--- config.mk ---
export PLATFORM = sky130hd
export DESIGN_NAME = mux_2_1_arb
export DESIGN_NICKNAME = d
export VERILOG_FILES = /design/src/rtl/mux_2_1_arb.sv
export SDC_FILE = /design/constraint.sdc
export NUM_CORES = 1
export LEC_CHECK = 0
export CAP_MARGIN = 20
export CELL_PAD_IN_SITES_DETAIL_PLACEMENT = 1
export CELL_PAD_IN_SITES_GLOBAL_PLACEMENT = 1
export CORE_UTILIZATION = 45
export DETAILED_ROUTE_END_ITERATION = 12
export DONT_BUFFER_PORTS = 1
export PLACE_DENSITY = 0.77
export SYNTH_ARGS = -nofsm -noshare
export SYNTH_HDL_FRONTEND = slang
export SYNTH_SLANG_ARGS = --single-unit
--- constraint.sdc ---
create_clock -name clk -period 2.7 [get_ports clk]
set_input_delay 0.27 -clock clk [delete_from_list [all_inputs] [get_ports clk]]
set_output_delay 0.27 -clock clk [all_outputs]
set_load 0.02 [all_outputs]
--- src/rtl/mux_2_1_arb.sv ---
// Two-channel round-robin packet arbiter driving a 2:1 mux select, with a
// one-entry registered output stage (one beat per clock, one cycle latency).
module mux_2_1_arb #(
  parameter int WIDTH = 8
) (
  input  logic             clk,
  input  logic             rst,
  input  logic [WIDTH-1:0] i0_data,
  input  logic             i0_valid,
  input  logic             i0_last,
  output logic             i0_ready,
  input  logic [WIDTH-1:0] i1_data,
  input  logic             i1_valid,
  input  logic             i1_last,
  output logic             i1_ready,
  output logic             s0,
  output logic [WIDTH-1:0] y_data,
  output logic             y_valid,
  output logic             y_last,
  input  logic             y_ready
);

  typedef enum logic [1:0] {
    ARB   = 2'd0,
    LOCK0 = 2'd1,
    LOCK1 = 2'd2
  } state_t;

  state_t           state_q, state_d;
  logic             prio_q, prio_d;
  logic [WIDTH-1:0] y_data_q, y_data_d;
  logic             y_valid_q, y_valid_d;
  logic             y_last_q, y_last_d;

  logic             load;
  logic             sel;
  logic             sel_valid;
  logic             sel_last;
  logic [WIDTH-1:0] sel_data;
  logic             xfer;

  // The output register may be refilled in the same cycle it drains.
  assign load = !y_valid_q || y_ready;

  always_comb begin
    sel = prio_q;
    unique case (state_q)
      LOCK0: sel = 1'b0;
      LOCK1: sel = 1'b1;
      default: begin
        if (i0_valid && !i1_valid)
          sel = 1'b0;
        else if (i1_valid && !i0_valid)
          sel = 1'b1;
        else
          sel = prio_q;
      end
    endcase
  end

  assign sel_valid = sel ? i1_valid : i0_valid;
  assign sel_last  = sel ? i1_last  : i0_last;
  assign sel_data  = sel ? i1_data  : i0_data;
  assign xfer      = load && sel_valid && !rst;

  assign s0       = sel;
  assign i0_ready = load && !rst && !sel;
  assign i1_ready = load && !rst && sel;

  always_comb begin
    state_d   = state_q;
    prio_d    = prio_q;
    y_data_d  = y_data_q;
    y_valid_d = y_valid_q;
    y_last_d  = y_last_q;

    if (xfer) begin
      y_data_d  = sel_data;
      y_last_d  = sel_last;
      y_valid_d = 1'b1;

      unique case (state_q)
        LOCK0, LOCK1: begin
          if (sel_last) begin
            state_d = ARB;
            prio_d  = !sel;
          end
        end
        default: begin
          // A single-beat packet releases the grant without ever locking.
          if (sel_last) begin
            state_d = ARB;
            prio_d  = !sel;
          end else begin
            state_d = sel ? LOCK1 : LOCK0;
          end
        end
      endcase
    end else if (y_ready && y_valid_q) begin
      y_valid_d = 1'b0;
    end
  end

  always_ff @(posedge clk) begin
    if (rst) begin
      state_q   <= ARB;
      prio_q    <= 1'b0;
      y_data_q  <= '0;
      y_valid_q <= 1'b0;
      y_last_q  <= 1'b0;
    end else begin
      state_q   <= state_d;
      prio_q    <= prio_d;
      y_data_q  <= y_data_d;
      y_valid_q <= y_valid_d;
      y_last_q  <= y_last_d;
    end
  end

  assign y_data  = y_data_q;
  assign y_valid = y_valid_q;
  assign y_last  = y_last_q;

endmodule

* After elaboration in Yosys (flattened, before gate mapping)
Index checks and enable logic that the tools add are counted.
Operators by class: eq/ne operators 3, muxes and demuxes 12, reductions and logical operators 18
Operators by type and width (number):
- 1-bit logical AND | 8
- 2-bit 2-to-1 mux | 4
- 8-bit 2-to-1 mux | 1
- 1-bit 2-to-1 mux | 6
- 1-bit zero test | 5
- 2-bit AND reduction | 2
- 2-bit by 1-bit == test with 1-bit output (second input constant) | 1
- 2-bit == test (second input constant) | 1
- 2-bit inequality test (second input constant) | 1
- 1-bit one-hot mux with 2 select lines | 1
- 2-bit nonzero test | 1
- 2-bit OR reduction | 1
- 1-bit logical OR | 1
Storage, ports and cells: logic and storage cells 38, input bits 23, register bits after elaboration 13

* Depth between registers and ports, before layout
depth in word-level cells 9, mapped depth 7

* Least setup slack after synthesis
No wires, ideal clock.
path kind reg-to-output, start point register state_q[0], end point output port i0_ready, cell stages (with the launch flop) 8, arrival 1.564 ns, path buffers 1, data required time 2.430 ns, slack 0.866 ns, cells stage by stage dfxtp_1 > inv_1 > ha_1 > nor2b_1 > clkbuf_1 > nor2_1 > inv_1 > nor2_1
Between the ends: longest elaborated chain between the ends 4
Ends and longest elaborated chain:
- start, declared | RTL line 29 | state_t state_q, state_d;
- start signal, assigned | RTL line 112 | state_q <= state_d;
- 2-bit == test or 2-bit by 1-bit == test with 1-bit output (tied branches) | RTL line 47 | unique case (state_q)
- 1-bit one-hot mux with 2 select lines (*) | RTL line 47
- via s0 | RTL line 16 | output logic s0,
- 1-bit zero test (*) | RTL line 67 | assign i0_ready = load && !rst && !sel;
- 1-bit logical AND (*) | RTL line 67
- end, declared | RTL line 11 | output logic i0_ready,
Mark *: on every way through the listed nets, which the timed path passes. The rest lies on a longest branch.

* Worst setup path after layout
Ends and elaborated chain as after synthesis.

==> impl_results.md <==
* Run status: complete, no violations
* Final setup vio count at 0
* Lkg Pwr at 0.294 nW
* Final Non-Filler Cells at about 110
* Postcts setup bufs at 0
* WS Path Type: reg -> out
* CP peak stage delay at approximately 0.38 ns
* Ports at 36
* Hold path depth at 1
* Core Area at 1540 um^2
* Via/cell ratio at around 6.6
* HP Class: in -> reg
* Post-synth EDFFs at 0
* CP max FO at 10
* Final worst path period share at 84.9%
* Antenna violations before repair at 0
* Top-count cell post-synth: dfxtp_1
* Critical-path top delay cell: ha_1
* Critical Path RT at approximately 2.4 ns
* Worst-Margin Slew at about 0.48 ns
* CTS tree: yes
* Predominant post-synthesis flop cell: dfxtp_1
* WL/cell at around 19 um
* Fin Hold WS at 0.0482 ns
* PortBufs at 0
* Fin Clk Skew at around 0.011 ns
* Row count at 14
* RePlAce Congestion at 0.763
* R2R Path End: state_q[1]
* Leading area contributor after synthesis: dfxtp_1
* Worst-Skew Late Latency at ~0.28 ns
* R2R Path Start: state_q[0]
* Max cap viols at 0
* Final hold vios at 0
* Vias in the first global route at 800
* Final min period at between 2 and 2.5 ns
* Clock root cell: clkbuf_4
* Post-synth top cells: dfxtp_1 (13), o21ai_0 (10), a21oi_1 (9), a311oi_1 (9), nand3_1 (9)
* Unique masters post-synth at 29
* Register area share after synthesis at 34.0%
* Total grt overflow at 0
* Die area at approximately 1900 um^2
* Post-CTS sizing at 0
* Global-route wire length before repair at 3480 um
* CP Launch Type: flop
* CTS sink count at 13
* Cell breakdown of the critical path: inv_1 > ha_1 > o211a_1 > nor2_1 > inv_1 > nor2_1
* Post-route ant nets at 0
* Top cells by area, synth: dfxtp_1 (34%), a311oi_1 (10%), o21ai_0 (6.5%)
* Placed Cells incl. Taps at around 110
* PwrDens at around 590 nW/um^2
* RSZ-0062 raised after global routing: false
* Worst Reg2Reg Path Length in Cells at 6
* TritonRoute pass-1 iters at 4
* Sequential cell area at 260 um^2
* Syn_nets at 115
* Via Count at 717
* Multi-input gate area in the final layout at between 400 and 500 um^2
* Drc violations at 0
* Achievable Freq at between 400 and 500 MHz
* #FFs+latches synth at 13
* Layout cells sized above 1 at about an eighth
* Hold_buf cts at 0
* Gr usage total at between 20% and 30%
* Post-Route Setup TNS at 0 ns
* Worst EP arrival at between 2 and 2.5 ns
* Detailed-route wire length at ~2100 um
* VDD IR-drop max at around 310 uV
* Cells after Synth at 91
* Largest net degree at the start of global routing at 15
* Die Ht at 43.2 um
* Hold worst-path end: y_valid
* Mapped Area at about 760 um^2
* Hold Path Origin: rst
* Cts bufs inserted at 3
* Initial Util at approximately half
* Fill count at 201
* Synth warnings at 0
* H-tree lvl count at 1
* CTS clk-pin slew, worst paths at about 0.090 ns
* Final Max Slew Viols at 0
* Post-synth top area share at 34.0%
* Crit path capture type: output port
* Layout area overhead at 4.91%
* Asr flop ratio synth at 0%
* Setup slack, reg-to-reg at around 0.70 ns
* Drt initial violations at 16
* Fin nets at between 100 and 150
* Mean Syn Cell Area at ~8.4 um^2
* Slew headroom at 68.2%
* Ant diodes at 0
* Die X at approximately 43 um
* Maximum clock insertion buffer count at 2
* Hpwl dp at about 1500 um
-- critical path, delay by kind of cell, from the launching register on --
kind                     cells  cell delay (ns)
adder cells (fa/ha/maj)      1             0.38
AO/OA/AOI/OAI                1             0.25
buffers and inverters        2             0.21
AND/OR/NAND/NOR              2             0.56
flip-flops                   1             0.34
-- layer usage --
metal  wire length, um  GRT usage (%)
met1               964           33.0
met4                 9           8.48
met5                 0              0
met3               113           5.11
met2               967           38.2
-- cell type report --
cell class,instances,share of cell area [%]
clock buffer,4,3.28
inverter,4,1.87
multi-input combinational,70,58.0
sequential,13,32.4
tap,16,2.50
timing repair buffer,2,1.87
-- how the worst max path moves through the flow --
stage                from  endpoint  slack [ns]  cells after the start
3_3_place_gp   state_q[0]  i0_ready        0.76                      7
2_1_floorplan  state_q[0]  i0_ready        0.87                      7
6_report       state_q[0]  i0_ready        0.41                      6
5_1_grt        state_q[0]  i0_ready        0.23                      7
3_5_place_dp   state_q[0]  i0_ready        0.71                      6
4_1_cts        state_q[0]  i0_ready        0.39                      6
-- cells in the final DEF, fill, tap and decap left out, types with 2 or more instances in the layout --
cell type,n
a21oi_1,9
a311oi_1,9
a32o_1,2
buf_4,2
clkbuf_4,3
dfxtp_1,13
inv_1,4
nand2b_1,3
nand3_1,9
nor2_1,8
nor2b_1,3
nor3_4,2
o21ai_0,10
-- kinds of logic after synthesis --
logic type | synth area share [%]
flip-flops | 34.0
buffers and inverters | 5.07
multiplexers | 1.47
AO/OA/AOI/OAI | 34.7
AND/OR/NAND/NOR | 23.1
adder cells (fa/ha/maj) | 1.64
-- stage by stage --
stage | power, mW | instance area [um^2] | util (%) | setup WS [ns]
5_1_grt | 0.496 | 802 | 52.0 | 0.228
2_1_floorplan | 0.331 | 764 | - | 0.866
3_3_place_gp | 0.346 | 776 | 50.3 | 0.763
3_5_place_dp | 0.350 | 776 | 50.3 | 0.709
6_report | 0.470 | 802 | 52.0 | 0.407
4_1_cts | 0.472 | 802 | 52.0 | 0.391
-- registers in the layout, summed over array words and instances, names as in the netlist --
name     count
y_last       1
state_q      2
y_data       8
y_valid      1
prio_q       1
-- power breakdown --
group / switching [mW] / internal (mW) / total, mW / leakage, nW
Clock: 0.0680 / 0.0572 / 0.125 / 0.0150
Sequential: 0.0307 / 0.210 / 0.241 / 0.107
Combinational: 0.0636 / 0.0405 / 0.104 / 0.172
Total: 0.162 / 0.308 / 0.470 / 0.294
(Power assumes the default switching activity.)
